**config.mk**
```make
export PLATFORM = sky130hd
export DESIGN_NAME = dot_product_seq
export DESIGN_NICKNAME = d
export VERILOG_FILES = /design/src/rtl/dot_product_pkg.sv /design/src/rtl/mac_lanes.sv /design/src/rtl/dot_product_seq.sv
export SDC_FILE = /design/constraint.sdc
export NUM_CORES = 1
export LEC_CHECK = 0
export ABC_AREA = 1
export CAP_MARGIN = 20
export CORE_MARGIN = 2
export CORE_UTILIZATION = 30
export CTS_CLUSTER_DIAMETER = 150
export DETAILED_ROUTE_END_ITERATION = 6
export PLACE_DENSITY = 0.57
export SKIP_LAST_GASP = 1
export SYNTH_ARGS = -nofsm -noshare
export SYNTH_HDL_FRONTEND = slang
export SYNTH_HIERARCHICAL = 1
export SYNTH_SLANG_ARGS = --single-unit
```
**constraint.sdc**
```tcl
create_clock -name clock -period 7.05 [get_ports clock]
set_input_delay 1.7625 -clock clock [delete_from_list [all_inputs] [get_ports clock]]
set_output_delay 1.7625 -clock clock [all_outputs]
set_load 0.03 [all_outputs]
```
**src/rtl/dot_product_pkg.sv**
```systemverilog
// +----------------------------------------------------------------------+
// | dot_product_pkg : shared types and helpers for the sequential dot    |
// |                   product block                                      |
// | Revision: 1.0                                                        |
// +----------------------------------------------------------------------+
`default_nettype none

package dot_product_pkg;

  typedef enum logic [1:0] {
    S_IDLE  = 2'd0,
    S_ACCUM = 2'd1,
    S_DONE  = 2'd2
  } state_t;

  // Width that holds the sum of n full-scale products without overflow.
  function automatic int out_width(input int n, input int dw);
    return 2 * dw + $clog2(n + 1);
  endfunction

endpackage

`default_nettype wire

```
**src/rtl/mac_lanes.sv**
```systemverilog
// +----------------------------------------------------------------------+
// | mac_lanes : combinational sum of LANES element products, each        |
// |             product extended to OW bits before summing               |
// | Revision: 1.0                                                        |
// +----------------------------------------------------------------------+
`default_nettype none

module mac_lanes #(
  parameter int LANES  = 1,
  parameter int DW     = 8,
  parameter int SIGNED = 0,
  parameter int OW     = 19
) (
  input  logic [LANES*DW-1:0] a,
  input  logic [LANES*DW-1:0] b,
  output logic [OW-1:0]       sum
);

  localparam logic c_SEXT = (SIGNED != 0);

  logic [OW-1:0] w_ext [LANES];

  for (genvar i = 0; i < LANES; i++) begin : g_lane
    logic [DW-1:0]   w_ea;
    logic [DW-1:0]   w_eb;
    logic [2*DW-1:0] w_wa;
    logic [2*DW-1:0] w_wb;
    logic [2*DW-1:0] w_prod;

    assign w_ea = a[i*DW +: DW];
    assign w_eb = b[i*DW +: DW];
    // Operands widened to 2*DW so the low 2*DW product bits are exact in
    // both signed and unsigned modes.
    assign w_wa   = {{DW{w_ea[DW-1] & c_SEXT}}, w_ea};
    assign w_wb   = {{DW{w_eb[DW-1] & c_SEXT}}, w_eb};
    assign w_prod = w_wa * w_wb;
    assign w_ext[i] = {{(OW-2*DW){w_prod[2*DW-1] & c_SEXT}}, w_prod};
  end

  always_comb begin
    sum = '0;
    for (int i = 0; i < LANES; i++) begin
      sum = sum + w_ext[i];
    end
  end

endmodule

`default_nettype wire

```
**src/rtl/dot_product_seq.sv**
```systemverilog
// +----------------------------------------------------------------------+
// | dot_product_seq : multi-cycle dot product of two packed N-element    |
// |                   vectors, LANES products per clock, valid/ready IO  |
// | Revision: 1.0                                                        |
// +----------------------------------------------------------------------+
`default_nettype none

module dot_product_seq
  import dot_product_pkg::*;
#(
  parameter int N      = 4,
  parameter int DW     = 8,
  parameter int LANES  = 1,
  parameter int SIGNED = 0,
  localparam int OW    = out_width(N, DW)
) (
  input  logic          clock,
  input  logic          reset,
  input  logic          in_valid,
  output logic          in_ready,
  input  logic [N*DW-1:0] inp1,
  input  logic [N*DW-1:0] inp2,
  output logic          out_valid,
  input  logic          out_ready,
  output logic [OW-1:0] outp,
  output logic          busy
);

  localparam int c_STEPS = N / LANES;
  localparam int c_IW    = (c_STEPS > 1) ? $clog2(c_STEPS) : 1;
  localparam int c_SLICE = LANES * DW;
  localparam logic [c_IW-1:0] c_LAST = c_IW'(c_STEPS - 1);

  if ((LANES < 1) || (LANES > N) || ((N % LANES) != 0)) begin : g_cfg_err
    $error("dot_product_seq: LANES must be in 1..N and divide N");
  end

  state_t            r_state;
  state_t            w_state_next;
  logic [N*DW-1:0]   r_a;
  logic [N*DW-1:0]   r_b;
  logic [OW-1:0]     r_acc;
  logic [OW-1:0]     r_outp;
  logic [c_IW-1:0]   r_idx;
  logic [OW-1:0]     w_part;
  logic              w_accept;
  logic              w_last;

  // Operand regs shift down each step, so the active lanes are always the low slice.
  mac_lanes #(
    .LANES  (LANES),
    .DW     (DW),
    .SIGNED (SIGNED),
    .OW     (OW)
  ) u_mac (
    .a   (r_a[c_SLICE-1:0]),
    .b   (r_b[c_SLICE-1:0]),
    .sum (w_part)
  );

  assign in_ready  = (r_state == S_IDLE) || ((r_state == S_DONE) && out_ready);
  assign out_valid = (r_state == S_DONE);
  assign busy      = (r_state == S_ACCUM);
  assign outp      = r_outp;
  assign w_accept  = in_valid && in_ready;
  assign w_last    = (r_idx == c_LAST);

  always_comb begin
    w_state_next = r_state;
    case (r_state)
      S_IDLE:  if (w_accept) w_state_next = S_ACCUM;
      S_ACCUM: if (w_last) w_state_next = S_DONE;
      S_DONE: begin
        if (out_ready) w_state_next = in_valid ? S_ACCUM : S_IDLE;
      end
      default: w_state_next = S_IDLE;
    endcase
  end

  always_ff @(posedge clock or posedge reset) begin
    if (reset) begin
      r_state <= S_IDLE;
      r_a     <= '0;
      r_b     <= '0;
      r_acc   <= '0;
      r_outp  <= '0;
      r_idx   <= '0;
    end else begin
      r_state <= w_state_next;
      if (r_state == S_ACCUM) begin
        r_a   <= r_a >> c_SLICE;
        r_b   <= r_b >> c_SLICE;
        r_acc <= r_acc + w_part;
        r_idx <= r_idx + 1'b1;
        if (w_last) r_outp <= r_acc + w_part;
      end else if (w_accept) begin
        r_a   <= inp1;
        r_b   <= inp2;
        r_acc <= '0;
        r_idx <= '0;
      end
    end
  end

endmodule

`default_nettype wire

```
# After elaboration in Yosys (flattened, before gate mapping)
# Cells that the tools add are included.
# op_classes
addsub,2
multipliers,1
n_eq_ne,6
muxes,13
n_reduce_logical,7
# ops
operator,n
$mux 32,4
$mux 19,2
$add 19x16->19,1
$mul 8x8->16,1
$mux 2,5
$pmux 2 s3,1
$eq 2x2->1 const B,2
$ne 2x1->1 const B,2
$reduce_and 3->1,1
$add 2x1->2 const B,1
$eq 2x1->1 const B,1
$logic_and 1x1->1,2
$logic_not 2->1,1
$ne 2x2->1 const B,1
$reduce_and 2->1,1
$reduce_bool 2->1,1
$logic_or 1x1->1,1
$mux 1,1
# totals
ff_bits,106
input_bits,68
output_inout_bits,22
wordCells,35

# Depth between registers and ports, before layout
# Gate-level depths: netlist (run 1).
# depth
ltp_word,6
mapped_depth,30

# Modules after synthesis
# Netlist (run 1), hierarchy kept.
# modules_own_cells
mod,n_inst,cells_per_inst,area_each_um2,seq_area_each_um2
dot_product_seq,1,605,5168.7,2652.5
mac_lanes,1,382,2438.6,0.0

# Worst setup path after synthesis (run 1)
# Ideal clock, no wire load.
# synth_timing
kind,reg2reg
start,register r_b[5]
end,register r_acc[17]
setup_ps,121
t_arrival_ps,4561
t_required_ps,6929
setup_slack_ps,2369
stages_incl_launch_ff,24
cell_sequence,dfrtp_1 > clkbuf_1 > nand2_1 > inv_1 > fa_1 > fa_1 > fa_1 > inv_1 > fa_1 > inv_1 > ha_1 > nand2_1 > nand2_1 > a21oi_1 > nand3_1 > nand2_1 > nand2_1 > ha_1 > a21oi_1 > nand2_1 > a21oi_1 > nand3_1 > nand3_1 > nand2_1
# synth_between
elab_chain_len,3
# synth_rtl
element,line,text
from (decl),dot_product_seq.sv:41,logic [N*DW-1:0] r_b;
from (signal assigned),dot_product_seq.sv:92,r_b <= r_b >> c_SLICE;
from (signal assigned),dot_product_seq.sv:98,r_b <= inp2;
$mul 8x8->16,mac_lanes.sv:36,assign w_prod = w_wa * w_wb;
named net w_part[12],dot_product_seq.sv:45,logic [OW-1:0] w_part;
$add 19x16->19,dot_product_seq.sv:93,r_acc <= r_acc + w_part;
$mux 19,dot_product_seq.sv:90,if (r_state == S_ACCUM) begin
to (signal assigned),dot_product_seq.sv:93,
to (decl),dot_product_seq.sv:42,logic [OW-1:0] r_acc;
# The timed path passes the listed nets, and every way through them passes these cells.
# A chain may end at the register's enable or synchronous reset.

# Worst setup path after layout (run 1)
# layout_timing
start,input port out_ready
end,output port in_ready
# layout_between
elab_chain_len,2
# layout_rtl
element,line,text
from (decl),dot_product_seq.sv:24,"input logic out_ready,"
$logic_and 1x1->1,dot_product_seq.sv:61,assign in_ready = (r_state == S_IDLE) || ((r_state == S_DONE) && out_ready);
$logic_or 1x1->1,dot_product_seq.sv:61,
to (decl),dot_product_seq.sv:20,"output logic in_ready,"
# Every way passes these cells.

==> impl_metrics.py, run 1 <==
metrics = {
    "setup_path": {
        "crit-reg2reg-capture": "outp[17]",
        "cp.required_ps": 5290,
        "critical-path-max-stage-delay_ps": 710,
        "critical_path_type": "in2out",
        "worst-r2r-cell-count": 22,
        "critical_path.startpoint_type": "primary input",
        "worstPathBufferInverterCount": 4,
        "worstReg2RegStart": "r_b[6]",
        "critPathTopFamily": "buffers and inverters",
        "timing.critical_path.to_type": "output port",
        "signal_arrival_time_at_the_worst_endpoint_ps": 3360,
        "critical_path_fanouts_max": 18,
        "reg2reg_slack_ps": 1930,
        "cp_cell_sequence": "clkdlybuf4s50_1 -> inv_1 -> a21oi_4 -> buf_4 -> clkdlybuf4s50_1",
        "library_cell_appearing_most_often_on_the_critical_path": "sky130_fd_sc_hd__clkdlybuf4s50_1",
        "cp_slowest_cell": "sky130_fd_sc_hd__clkdlybuf4s50_1",
    },
    "clocking": {
        "tritoncts": "done",
        "cts_root_buf": "sky130_fd_sc_hd__clkbuf_16",
        "clk_pin_slew_ps": 70,
        "ctsHoldBuffers": 0,
        "number_of_clock_sinks": 106,
        "htreeDepth": 3,
        "numCtsBuffers": 9,
        "cts.repair.resized": 0,
        "clk-insertion-delay-late_ps": 370,
        "clk_path_buf_depth": 2,
        "cts.repair_timing.setup_buffer_count": 0,
    },
    "cells_and_area": {
        "most-common-layout-cells": "262 x sky130_fd_sc_hd__nand2_1, 158 x sky130_fd_sc_hd__inv_1, 123 x sky130_fd_sc_hd__nor2_1, 106 x sky130_fd_sc_hd__dfrtp_1, 89 x sky130_fd_sc_hd__clkdlybuf4s50_1",
        "final_common_cell": "sky130_fd_sc_hd__nand2_1",
        "insertedDiodeCount": 0,
        "multi_input_gate_area_sq_mm": 0.00413,
        "layout.filler_cells": 2678,
        "area_delta_synth_final_pct": 19.0,
        "final_layout_size_suffix_gt1_share_pct": 3.98,
        "layout.area.seq_sq_mm": 0.00265,
        "nets": 1210,
    },
    "detailed_routing": {
        "drtIter0Drc": 380,
        "drc_errors": 0,
        "detail-route-antenna-nets": 0,
        "viasPerCell": 4.57,
        "routed_wire_length_per_instance_um": 13.1,
        "dr_total_vias": 6333,
        "totalWireLength_mm": 18.1,
        "firstDrtPassIters": 5,
    },
    "synth": {
        "synthesis.yosys.warnings": 6,
        "seq_area_frac_synth_pct": 34.9,
        "yosys.cell_types.count": 30,
        "synthesis.area_per_instance_sq_um": 7.71,
        "syn_inst": 987,
        "syn-cell-area_sq_mm": 0.00761,
        "synth-seq-cells": 106,
    },
    "die": {
        "die-height_um": 163,
        "die-area_sq_mm": 0.0266,
        "pin_count": 90,
        "initial_util_pct": 30.4,
        "fp.dieW_um": 163,
        "rows": 58,
        "core_area_sq_mm": 0.0250,
    },
    "global_route": {
        "grt_antenna_before_repair": 0,
        "gr-usage-all-layers_pct": 14.4,
        "grt_start_max_net_pins": 73,
        "global_route.overflow_total": 0,
        "first_global_vias": 6361,
        "grt_first_pass_wirelength_mm": 31.0,
    },
    "sta": {
        "min_period_over_period_pct": 72.7,
        "setup_violations": 0,
        "number_of_max_slew_violations_in_the_final_report": 0,
        "worst_clock_skew_ps": 17.2,
        "rsz0062_at_grt": "no",
        "slew-limit-headroom_pct": 38.4,
        "final-hold-violation-count": 0,
        "max_freq_mhz": 195,
        "worst_slew_pin_slew_ps": 924,
        "totalNegativeSetupSlack_ps": 0,
        "finalWorstPathRequiredPeriod_ps": 5120,
    },
    "place": {
        "dp_hpwl_mm": 13.4,
        "gp_congestion": 0.828,
        "port_buffers": 89,
    },
    "hold_path": {
        "min_from": "outp[14]",
        "hold_path_class": "reg2reg",
        "holdPathStages": 2,
        "hold_path_end": "outp[14]",
    },
    "run": {
        "drv.max_cap_violation_count": 0,
    },
    "status": {
        "run_status": "finished clean",
    },
}
-- how the worst max path moves through the flow --
stage                     cells after the start       from         to
after floorplan                              23     r_b[5]  r_acc[17]
after global placement                        5  out_ready   in_ready
after detailed placement                      5  out_ready   in_ready
after CTS                                    24     r_b[6]   outp[16]
after global routing                         24     r_b[6]  r_acc[17]
final                                         5  out_ready   in_ready
-- logic make-up after synthesis --
group           after synthesis  synth area share, %
simple gates                460                 24.8
other cells                   1               0.0493
flops                       106                 34.9
compound gates              105                 9.01
fa+ha+maj                    92                 18.8
xor+xnor                     13                 1.50
buf+inv                     210                 11.0
-- per-stage QoR --
step / instance area, sq um / cells / hold WS, ps / worst slack, ps / utilization (%)
5_1_grt: 9050 / 1385 / 510 / 1540 / 36.2
2_1_floorplan: 7610 / 989 / 450 / 2370 / -
3_5_place_dp: 8750 / 1369 / 470 / 1920 / 34.9
3_3_place_gp: 8750 / 1369 / 468 / 1920 / 34.9
4_1_cts: 9050 / 1385 / 487 / 1910 / 36.2
6_report: 9050 / 1385 / 487 / 1930 / 36.2
-- registers in the layout, summed over array words and instances (netlist names) --
signal,flops
outp,19
r_a,32
r_acc,19
r_b,32
r_idx,2
r_state,2
-- worst register-to-register path: stages, from the launching register on --
cell,delay (ps)
sky130_fd_sc_hd__dfrtp_1,550
sky130_fd_sc_hd__nand2_1,90
sky130_fd_sc_hd__inv_1,80
sky130_fd_sc_hd__fa_1,450
sky130_fd_sc_hd__fa_1,530
sky130_fd_sc_hd__fa_1,550
sky130_fd_sc_hd__inv_1,60
sky130_fd_sc_hd__fa_1,540
sky130_fd_sc_hd__inv_1,40
sky130_fd_sc_hd__ha_1,350
sky130_fd_sc_hd__nand2_1,80
sky130_fd_sc_hd__nand2_1,70
sky130_fd_sc_hd__a21oi_1,210
sky130_fd_sc_hd__nand3_1,100
sky130_fd_sc_hd__nand2_1,60
sky130_fd_sc_hd__nand2_1,50
sky130_fd_sc_hd__ha_1,370
sky130_fd_sc_hd__a21oi_1,210
sky130_fd_sc_hd__nand2_1,100
sky130_fd_sc_hd__a21oi_1,210
sky130_fd_sc_hd__nand3_1,130
sky130_fd_sc_hd__nand3_1,90
sky130_fd_sc_hd__nand2_1,60
-- per-layer routing --
metal | track usage (%) | share of wire (%) | up-vias
li1 | - | - | 3217
met1 | 19.4 | 48 | 3002
met2 | 24.5 | 48 | 97
met3 | 2.01 | 2.8 | 17
met4 | 3.50 | 1.3 | 0
met5 | 0 | 0 | -
-- area by class of cell --
| type | instances | area share [%] |
|---|---|---|
| multi-input combinational | 673 | 45.6 |
| tap | 330 | 4.56 |
| inverter | 165 | 6.87 |
| clock buffer | 10 | 2.64 |
| timing repair buffer | 95 | 10.3 |
| clock inverter | 6 | 0.732 |
| sequential | 106 | 29.3 |
-- cell usage after synthesis --
cell                       count  area, sq um
sky130_fd_sc_hd__a21oi_1      21          105
sky130_fd_sc_hd__a21oi_4       1         16.3
sky130_fd_sc_hd__a22o_1        2         17.5
sky130_fd_sc_hd__a32o_1       16          160
sky130_fd_sc_hd__and2_1        2         12.5
sky130_fd_sc_hd__buf_1         1         3.75
sky130_fd_sc_hd__buf_2        14         70.1
sky130_fd_sc_hd__buf_4         4         30.0
sky130_fd_sc_hd__buf_6         2         22.5
sky130_fd_sc_hd__clkbuf_1     24         90.1
sky130_fd_sc_hd__conb_1        1         3.75
sky130_fd_sc_hd__dfrtp_1     106         2650
sky130_fd_sc_hd__fa_1         37          741
sky130_fd_sc_hd__ha_1         55          688
sky130_fd_sc_hd__inv_1       159          597
sky130_fd_sc_hd__inv_2         6         22.5
sky130_fd_sc_hd__nand2_1     262          983
sky130_fd_sc_hd__nand2_2       7         43.8
sky130_fd_sc_hd__nand3_1      42          210
sky130_fd_sc_hd__nand3_2       2         20.0
sky130_fd_sc_hd__nand3b_1     12         90.1
sky130_fd_sc_hd__nand4_1       5         31.3
sky130_fd_sc_hd__nor2_1      123          462
sky130_fd_sc_hd__nor2_2        2         12.5
sky130_fd_sc_hd__nor2_4        1         11.3
sky130_fd_sc_hd__nor3_1        2         10.0
sky130_fd_sc_hd__o21ai_0      16         80.1
sky130_fd_sc_hd__o22ai_1      49          307
sky130_fd_sc_hd__xnor2_1       5         43.8
sky130_fd_sc_hd__xor2_1        8         70.1
Power of run 1 is left out: the tool's default activity adds up to more than one toggle a clock period on the data nets, which glitch-free logic cannot reach.
==> inputs of run 2 (changes only) <==
Settings changed: PLACE_DENSITY 0.57 to 0.59.
Clock period 7.05 ns to 4.3 ns, I/O delays scaled along.
==> run 2 against run 1 <==
Net effect:
- the flow now finishes with violations (negative setup slack)
- wire length increased by 12%
- sequential cell count unchanged
- worst setup slack got worse by 2500 ps
- final cell count rose by 5.4%
- count of clock-buffer cells in the layout fell by 1
- via count rose by 8.1%
- register-to-register slack lost 2500 ps
- core utilization is 6.4 points higher
==> impl_metrics.py, run 2 (same netlist as run 1, synthesis figures left out) <==
metrics = {
    "setup_path": {
        "reg2reg_slack_ps": -540,
        "crit-reg2reg-capture": "outp[15]",
        "critical_path_fanouts_max": 4,
        "worstReg2RegStart": "r_b[7]",
        "critical_path_type": "reg2reg",
        "worst-r2r-cell-count": 26,
        "timing.critical_path.to_type": "flop",
        "critical_path.startpoint_type": "flop",
        "signal_arrival_time_at_the_worst_endpoint_ps": 5100,
        "cp.required_ps": 4560,
    },
    "die": {
        "initial_util_pct": 30.4,
        "pin_count": 90,
        "rows": 58,
        "fp.dieW_um": 163,
        "core_area_sq_mm": 0.0250,
        "die-area_sq_mm": 0.0266,
        "die-height_um": 163,
    },
    "clocking": {
        "clk_pin_slew_ps": 90,
        "clk_path_buf_depth": 2,
        "htreeDepth": 3,
        "clk-insertion-delay-late_ps": 370,
        "cts_root_buf": "sky130_fd_sc_hd__clkbuf_16",
        "number_of_clock_sinks": 106,
        "tritoncts": "done",
        "ctsHoldBuffers": 0,
        "numCtsBuffers": 9,
    },
    "global_route": {
        "grt_antenna_before_repair": 0,
        "grt_start_max_net_pins": 57,
        "first_global_vias": 6804,
        "grt_first_pass_wirelength_mm": 33.3,
        "gr-usage-all-layers_pct": 15.6,
        "global_route.overflow_total": 0,
    },
    "sta": {
        "max_freq_mhz": 207,
        "setup_violations": 24,
        "min_period_over_period_pct": 112,
        "worst_slew_pin_slew_ps": 984,
        "layout_setup_ws_ps": -536,
        "worst_clock_skew_ps": 14.3,
        "finalWorstPathRequiredPeriod_ps": 4840,
        "slew-limit-headroom_pct": 34.4,
        "number_of_max_slew_violations_in_the_final_report": 0,
        "rsz0062_at_grt": "yes",
        "hold-worst-slack_ps": 483,
        "final-hold-violation-count": 0,
    },
    "detailed_routing": {
        "dr_total_vias": 6843,
        "drtIter0Drc": 370,
        "routed_wire_length_per_instance_um": 14.0,
        "totalWireLength_mm": 20.4,
        "viasPerCell": 4.69,
        "drc_errors": 0,
        "firstDrtPassIters": 5,
        "detail-route-antenna-nets": 0,
    },
    "hold_path": {
        "hold_path_class": "reg2reg",
        "hold_path_end": "outp[8]",
        "holdPathStages": 2,
        "min_from": "outp[8]",
    },
    "cells_and_area": {
        "finalNonFillerCells": 1460,
        "most-common-layout-cells": "191 x sky130_fd_sc_hd__nand2_1, 131 x sky130_fd_sc_hd__inv_1, 105 x sky130_fd_sc_hd__nor2_1, 98 x sky130_fd_sc_hd__dfrtp_1, 89 x sky130_fd_sc_hd__clkdlybuf4s50_1",
        "multi_input_gate_area_sq_mm": 0.00506,
        "layout.filler_cells": 2474,
        "layout.area.seq_sq_mm": 0.00266,
        "final_util_pct": 42.6,
        "insertedDiodeCount": 0,
        "final_common_cell": "sky130_fd_sc_hd__nand2_1",
        "nets": 1285,
        "area_delta_synth_final_pct": 40.1,
        "biggestRegsByFlops": "r_a x32, r_b x32",
        "final_layout_size_suffix_gt1_share_pct": 26.9,
    },
    "place": {
        "dp_worst_setup_slack_ps": -557,
        "gp_congestion": 0.897,
        "dpl.cell_count": 1424,
        "dp_hpwl_mm": 14.4,
        "port_buffers": 89,
    },
    "status": {
        "violations": "negative setup slack",
        "run_status": "finished, violations left",
    },
    "run": {
        "drv.max_cap_violation_count": 0,
    },
}
run 2: changes by cell type in the layout (fill, tap and decap cells not counted), moves of 23 or more:
cell	previous run	this run
sky130_fd_sc_hd__nand2_1	262	191
sky130_fd_sc_hd__buf_4	6	64
sky130_fd_sc_hd__nand2_2	7	51
sky130_fd_sc_hd__inv_1	158	131
sky130_fd_sc_hd__nand2_4	0	27
sky130_fd_sc_hd__inv_2	6	29
run 2: area by class of cell:
class	count	area share, %
clock buffers	9	2.11
multi-input cells	673	47.5
clock inverters	7	0.857
well taps	330	3.88
flip-flops and latches	106	25.0
repair buffers	170	14.7
inverters	165	5.93
run 2: what timing repair did:
item / CTS / global route
endpoints found under the setup margin: 26 / 28
setup buffers: 9 / 12
hold endpoints to repair: 0 / 0
pin swaps: 60 / 111
gates resized for setup: 86 / 151
run 2: stage by stage:
step	instance area, sq um	setup TNS [ps]
6_report	10700	-9810
5_1_grt	10700	-15840
4_1_cts	10000	-9290
3_5_place_dp	9330	-10180
3_3_place_gp	9330	-10130
2_1_floorplan	7800	-3660
run 2: worst max path at each step:
stage / from / endpoint / slack, ps / depth (start not counted)
after floorplan: r_a[5] / r_acc[15] / -240 / 28
after global placement: r_b[3] / outp[15] / -560 / 27
after detailed placement: r_b[4] / outp[15] / -560 / 25
after CTS: r_b[3] / outp[16] / -460 / 27
after global routing: r_b[7] / outp[15] / -760 / 26
final: r_b[7] / outp[15] / -540 / 26
run 2: critical path: stages, from the launching register on:
cell	delay, ps
sky130_fd_sc_hd__dfrtp_1	410
sky130_fd_sc_hd__buf_6	140
sky130_fd_sc_hd__buf_6	100
sky130_fd_sc_hd__nand2_4	40
sky130_fd_sc_hd__fa_1	490
sky130_fd_sc_hd__fa_1	520
sky130_fd_sc_hd__inv_2	40
sky130_fd_sc_hd__fa_1	480
sky130_fd_sc_hd__inv_1	50
sky130_fd_sc_hd__fa_2	520
sky130_fd_sc_hd__inv_2	40
sky130_fd_sc_hd__ha_4	300
sky130_fd_sc_hd__nand2_4	70
sky130_fd_sc_hd__inv_4	70
sky130_fd_sc_hd__nand2_2	50
sky130_fd_sc_hd__nand2_2	70
sky130_fd_sc_hd__xor2_1	190
sky130_fd_sc_hd__ha_1	300
sky130_fd_sc_hd__buf_6	140
sky130_fd_sc_hd__nand2_4	70
sky130_fd_sc_hd__inv_4	40
sky130_fd_sc_hd__nand2_4	60
sky130_fd_sc_hd__nand3_4	70
sky130_fd_sc_hd__a21oi_2	160
sky130_fd_sc_hd__nand3b_1	120
sky130_fd_sc_hd__nand3_2	100
sky130_fd_sc_hd__nand2_1	60
run 2: per-layer routing:
metal,share of wire [%],vias up,GRT usage [%]
li1,-,3362,-
met1,45,3328,20.6
met2,51,124,26.7
met3,2.7,29,2.01
met4,1.6,0,4.26
met5,0,-,0
Power of run 2 is left out for the same reason.
==> inputs of run 3 (changes only) <==
Settings changed: SYNTH_HIERARCHICAL 1 to not set.
==> run 3 against run 2 <==
Net effect:
- the flow now finishes without violations
- final cell count shrank 9.8%
- final area shrank 15%
- sequential share of layout area grew 4.6 points
- worst hold slack lost 5.0 ps
- non-clock buffer count shrank 64
- clock skew shrank 5.3 ps
- sequential cell count is the same
- critical path type unchanged
- largest cell class unchanged
- highest routed layer is now met5
==> impl_metrics.py, run 3 <==
metrics = {
    "cells_and_area": {
        "insertedDiodeCount": 0,
        "most-common-layout-cells": "208 x sky130_fd_sc_hd__nand2_1, 205 x sky130_fd_sc_hd__inv_1, 94 x sky130_fd_sc_hd__dfrtp_1, 89 x sky130_fd_sc_hd__clkdlybuf4s50_1, 60 x sky130_fd_sc_hd__nor2_1",
        "layout.area.seq_sq_mm": 0.00267,
        "area_delta_synth_final_pct": 22.1,
        "nets": 1148,
        "biggestRegsByFlops": "r_a x32, r_b x32",
        "layout.filler_cells": 2523,
        "multi_input_gate_area_sq_mm": 0.00382,
        "final_util_pct": 37.2,
        "final_common_cell": "sky130_fd_sc_hd__nand2_1",
        "final_layout_size_suffix_gt1_share_pct": 7.65,
    },
    "synth": {
        "synth_common_cells": "208 x sky130_fd_sc_hd__nand2_1, 206 x sky130_fd_sc_hd__inv_1, 106 x sky130_fd_sc_hd__dfrtp_1",
        "seq_area_frac_synth_pct": 35.9,
        "yosys.cell_types.count": 29,
        "post-synth-top-area-cell": "sky130_fd_sc_hd__dfrtp_1",
        "synth-seq-cells": 106,
        "post_synth_main_area_contributors": "sky130_fd_sc_hd__dfrtp_1 36%, sky130_fd_sc_hd__fa_1 14%, sky130_fd_sc_hd__nand2_1 11%, sky130_fd_sc_hd__inv_1 10%, sky130_fd_sc_hd__ha_1 7.1%",
        "syn_inst": 919,
        "ys.flop_type": "sky130_fd_sc_hd__dfrtp_1",
        "yosysMostFrequentCell": "sky130_fd_sc_hd__nand2_1",
        "synth_edf_count": 0,
        "asyncSetResetFlopFracSynth_pct": 100,
        "synthesis.area_per_instance_sq_um": 8.05,
        "synthesis.yosys.warnings": 0,
        "synth_top_cell_area_share_pct": 35.9,
        "syn-cell-area_sq_mm": 0.00739,
        "mappedNetlistNets": 1079,
    },
    "sta": {
        "final-hold-violation-count": 0,
        "worst_clock_skew_ps": 9.08,
        "number_of_max_slew_violations_in_the_final_report": 0,
        "finalWorstPathRequiredPeriod_ps": 4050,
        "setup_violations": 0,
        "layout_setup_ws_ps": 246,
        "rsz0062_at_grt": "no",
        "totalNegativeSetupSlack_ps": 0,
        "hold-worst-slack_ps": 478,
        "worst_slew_pin_slew_ps": 812,
        "slew-limit-headroom_pct": 45.9,
        "max_freq_mhz": 247,
        "min_period_over_period_pct": 94.3,
    },
    "place": {
        "dp_hpwl_mm": 13.4,
        "gp_congestion": 0.827,
        "dp_worst_setup_slack_ps": 41.1,
        "port_buffers": 89,
    },
    "setup_path": {
        "critical_path_type": "reg2reg",
        "critical_path_fanouts_max": 9,
        "critical_path.startpoint_type": "flop",
        "timing.critical_path.to_type": "flop",
        "cp.required_ps": 4550,
        "worstReg2RegStart": "r_a[3]",
        "crit-reg2reg-capture": "outp[10]",
        "reg2reg_slack_ps": 250,
        "worst-r2r-cell-count": 16,
        "signal_arrival_time_at_the_worst_endpoint_ps": 4310,
    },
    "clocking": {
        "number_of_clock_sinks": 106,
        "htreeDepth": 3,
        "cts.repair_timing.setup_buffer_count": 0,
        "clk_pin_slew_ps": 80,
        "tritoncts": "done",
        "ctsHoldBuffers": 0,
        "clk-insertion-delay-late_ps": 360,
        "clk_path_buf_depth": 2,
        "cts.repair.resized": 0,
        "cts_root_buf": "sky130_fd_sc_hd__clkbuf_16",
        "numCtsBuffers": 9,
    },
    "die": {
        "die-area_sq_mm": 0.0259,
        "rows": 57,
        "fp.dieW_um": 161,
        "pin_count": 90,
        "initial_util_pct": 30.5,
        "core_area_sq_mm": 0.0242,
        "die-height_um": 161,
    },
    "detailed_routing": {
        "dr_total_vias": 6000,
        "detail-route-antenna-nets": 0,
        "firstDrtPassIters": 5,
        "drc_errors": 0,
        "totalWireLength_mm": 18.2,
        "viasPerCell": 4.56,
        "drtIter0Drc": 350,
        "routed_wire_length_per_instance_um": 13.8,
    },
    "hold_path": {
        "hold_path_class": "reg2reg",
        "holdPathStages": 1,
        "hold_path_end": "r_idx[0]",
        "min_from": "r_idx[0]",
    },
    "global_route": {
        "grt_antenna_before_repair": 2,
        "grt_first_pass_wirelength_mm": 30.5,
        "first_global_vias": 6060,
        "grt_start_max_net_pins": 78,
        "global_route.overflow_total": 0,
        "gr-usage-all-layers_pct": 14.6,
    },
    "status": {
        "run_status": "finished clean",
    },
    "run": {
        "drv.max_cap_violation_count": 0,
    },
}
## run 3: changes by cell type after synthesis, moves of 11 or more
cell                       previous run  this run
sky130_fd_sc_hd__ha_1                55        42
sky130_fd_sc_hd__nor2_1             123        60
sky130_fd_sc_hd__o22ai_1             49         7
sky130_fd_sc_hd__a211oi_1             0        33
sky130_fd_sc_hd__inv_1              159       206
sky130_fd_sc_hd__nand2_1            262       208
sky130_fd_sc_hd__a32o_1              16         5
sky130_fd_sc_hd__a21oi_1             21         8
sky130_fd_sc_hd__nor3_1               2        46
sky130_fd_sc_hd__clkbuf_1            24        37
sky130_fd_sc_hd__fa_1                37        50
## run 3: logic make-up after synthesis
family                     count (synthesis)  share of synthesized area (%)
buffers and inverters                    257                           13.5
AOI/OAI and AO/OA                         92                           9.00
adders and majority gates                 92                           20.6
xor gates and xnor gates                   3                          0.355
DFF                                      106                           35.9
and+or+nand+nor                          369                           20.7
## run 3: critical path, stage by stage (launching register included)
cell                      delay [ps]
sky130_fd_sc_hd__dfrtp_2         480
sky130_fd_sc_hd__nand2_1         100
sky130_fd_sc_hd__inv_1            50
sky130_fd_sc_hd__fa_1            580
sky130_fd_sc_hd__fa_1            460
sky130_fd_sc_hd__fa_1            560
sky130_fd_sc_hd__inv_1            60
sky130_fd_sc_hd__fa_1            530
sky130_fd_sc_hd__inv_1            60
sky130_fd_sc_hd__ha_4            250
sky130_fd_sc_hd__nand2_1          80
sky130_fd_sc_hd__inv_1            60
sky130_fd_sc_hd__a21oi_1         140
sky130_fd_sc_hd__nand2_1         120
sky130_fd_sc_hd__or2_2           300
sky130_fd_sc_hd__nand3_1          70
sky130_fd_sc_hd__nand2_1          50
## run 3: metrics by stage
| step | cell area [sq um] | std cells |
|---|---|---|
| global placement | 8640 | 1301 |
| global route | 9030 | 1317 |
| detailed placement | 8640 | 1301 |
| finish | 9030 | 1317 |
| CTS | 8940 | 1317 |
| floorplan | 7390 | 919 |
## run 3: layout make-up
cell class	instances	share of cell area, %
Timing Repair Buffer	106	11.6
Tap cell	324	4.49
Clock buffer	10	2.65
Clock inverter	6	0.735
Multi-Input combinational cell	556	42.3
Inverter	209	8.72
Sequential cell	106	29.5
## run 3: worst max-delay path by stage
stage	end	slack, ps	startpoint	depth (start not counted)
after floorplan	outp[10]	240	r_a[6]	17
after global placement	r_acc[9]	150	r_b[1]	16
after detailed placement	r_acc[9]	40	r_b[3]	16
after CTS	r_acc[9]	0.2	r_a[4]	16
after global routing	outp[16]	20	r_b[6]	19
final	outp[10]	250	r_a[3]	16
## run 3: metal layers
| metal | routed length (um) | up-vias | track usage (%) |
|---|---|---|---|
| met5 | 27 | - | 0 |
| met4 | 232 | 4 | 3.81 |
| met3 | 796 | 19 | 2.82 |
| met2 | 8540 | 147 | 23.9 |
| met1 | 8610 | 2854 | 20.0 |
| li1 | - | 2976 | - |
Power of run 3 is left out for the same reason.
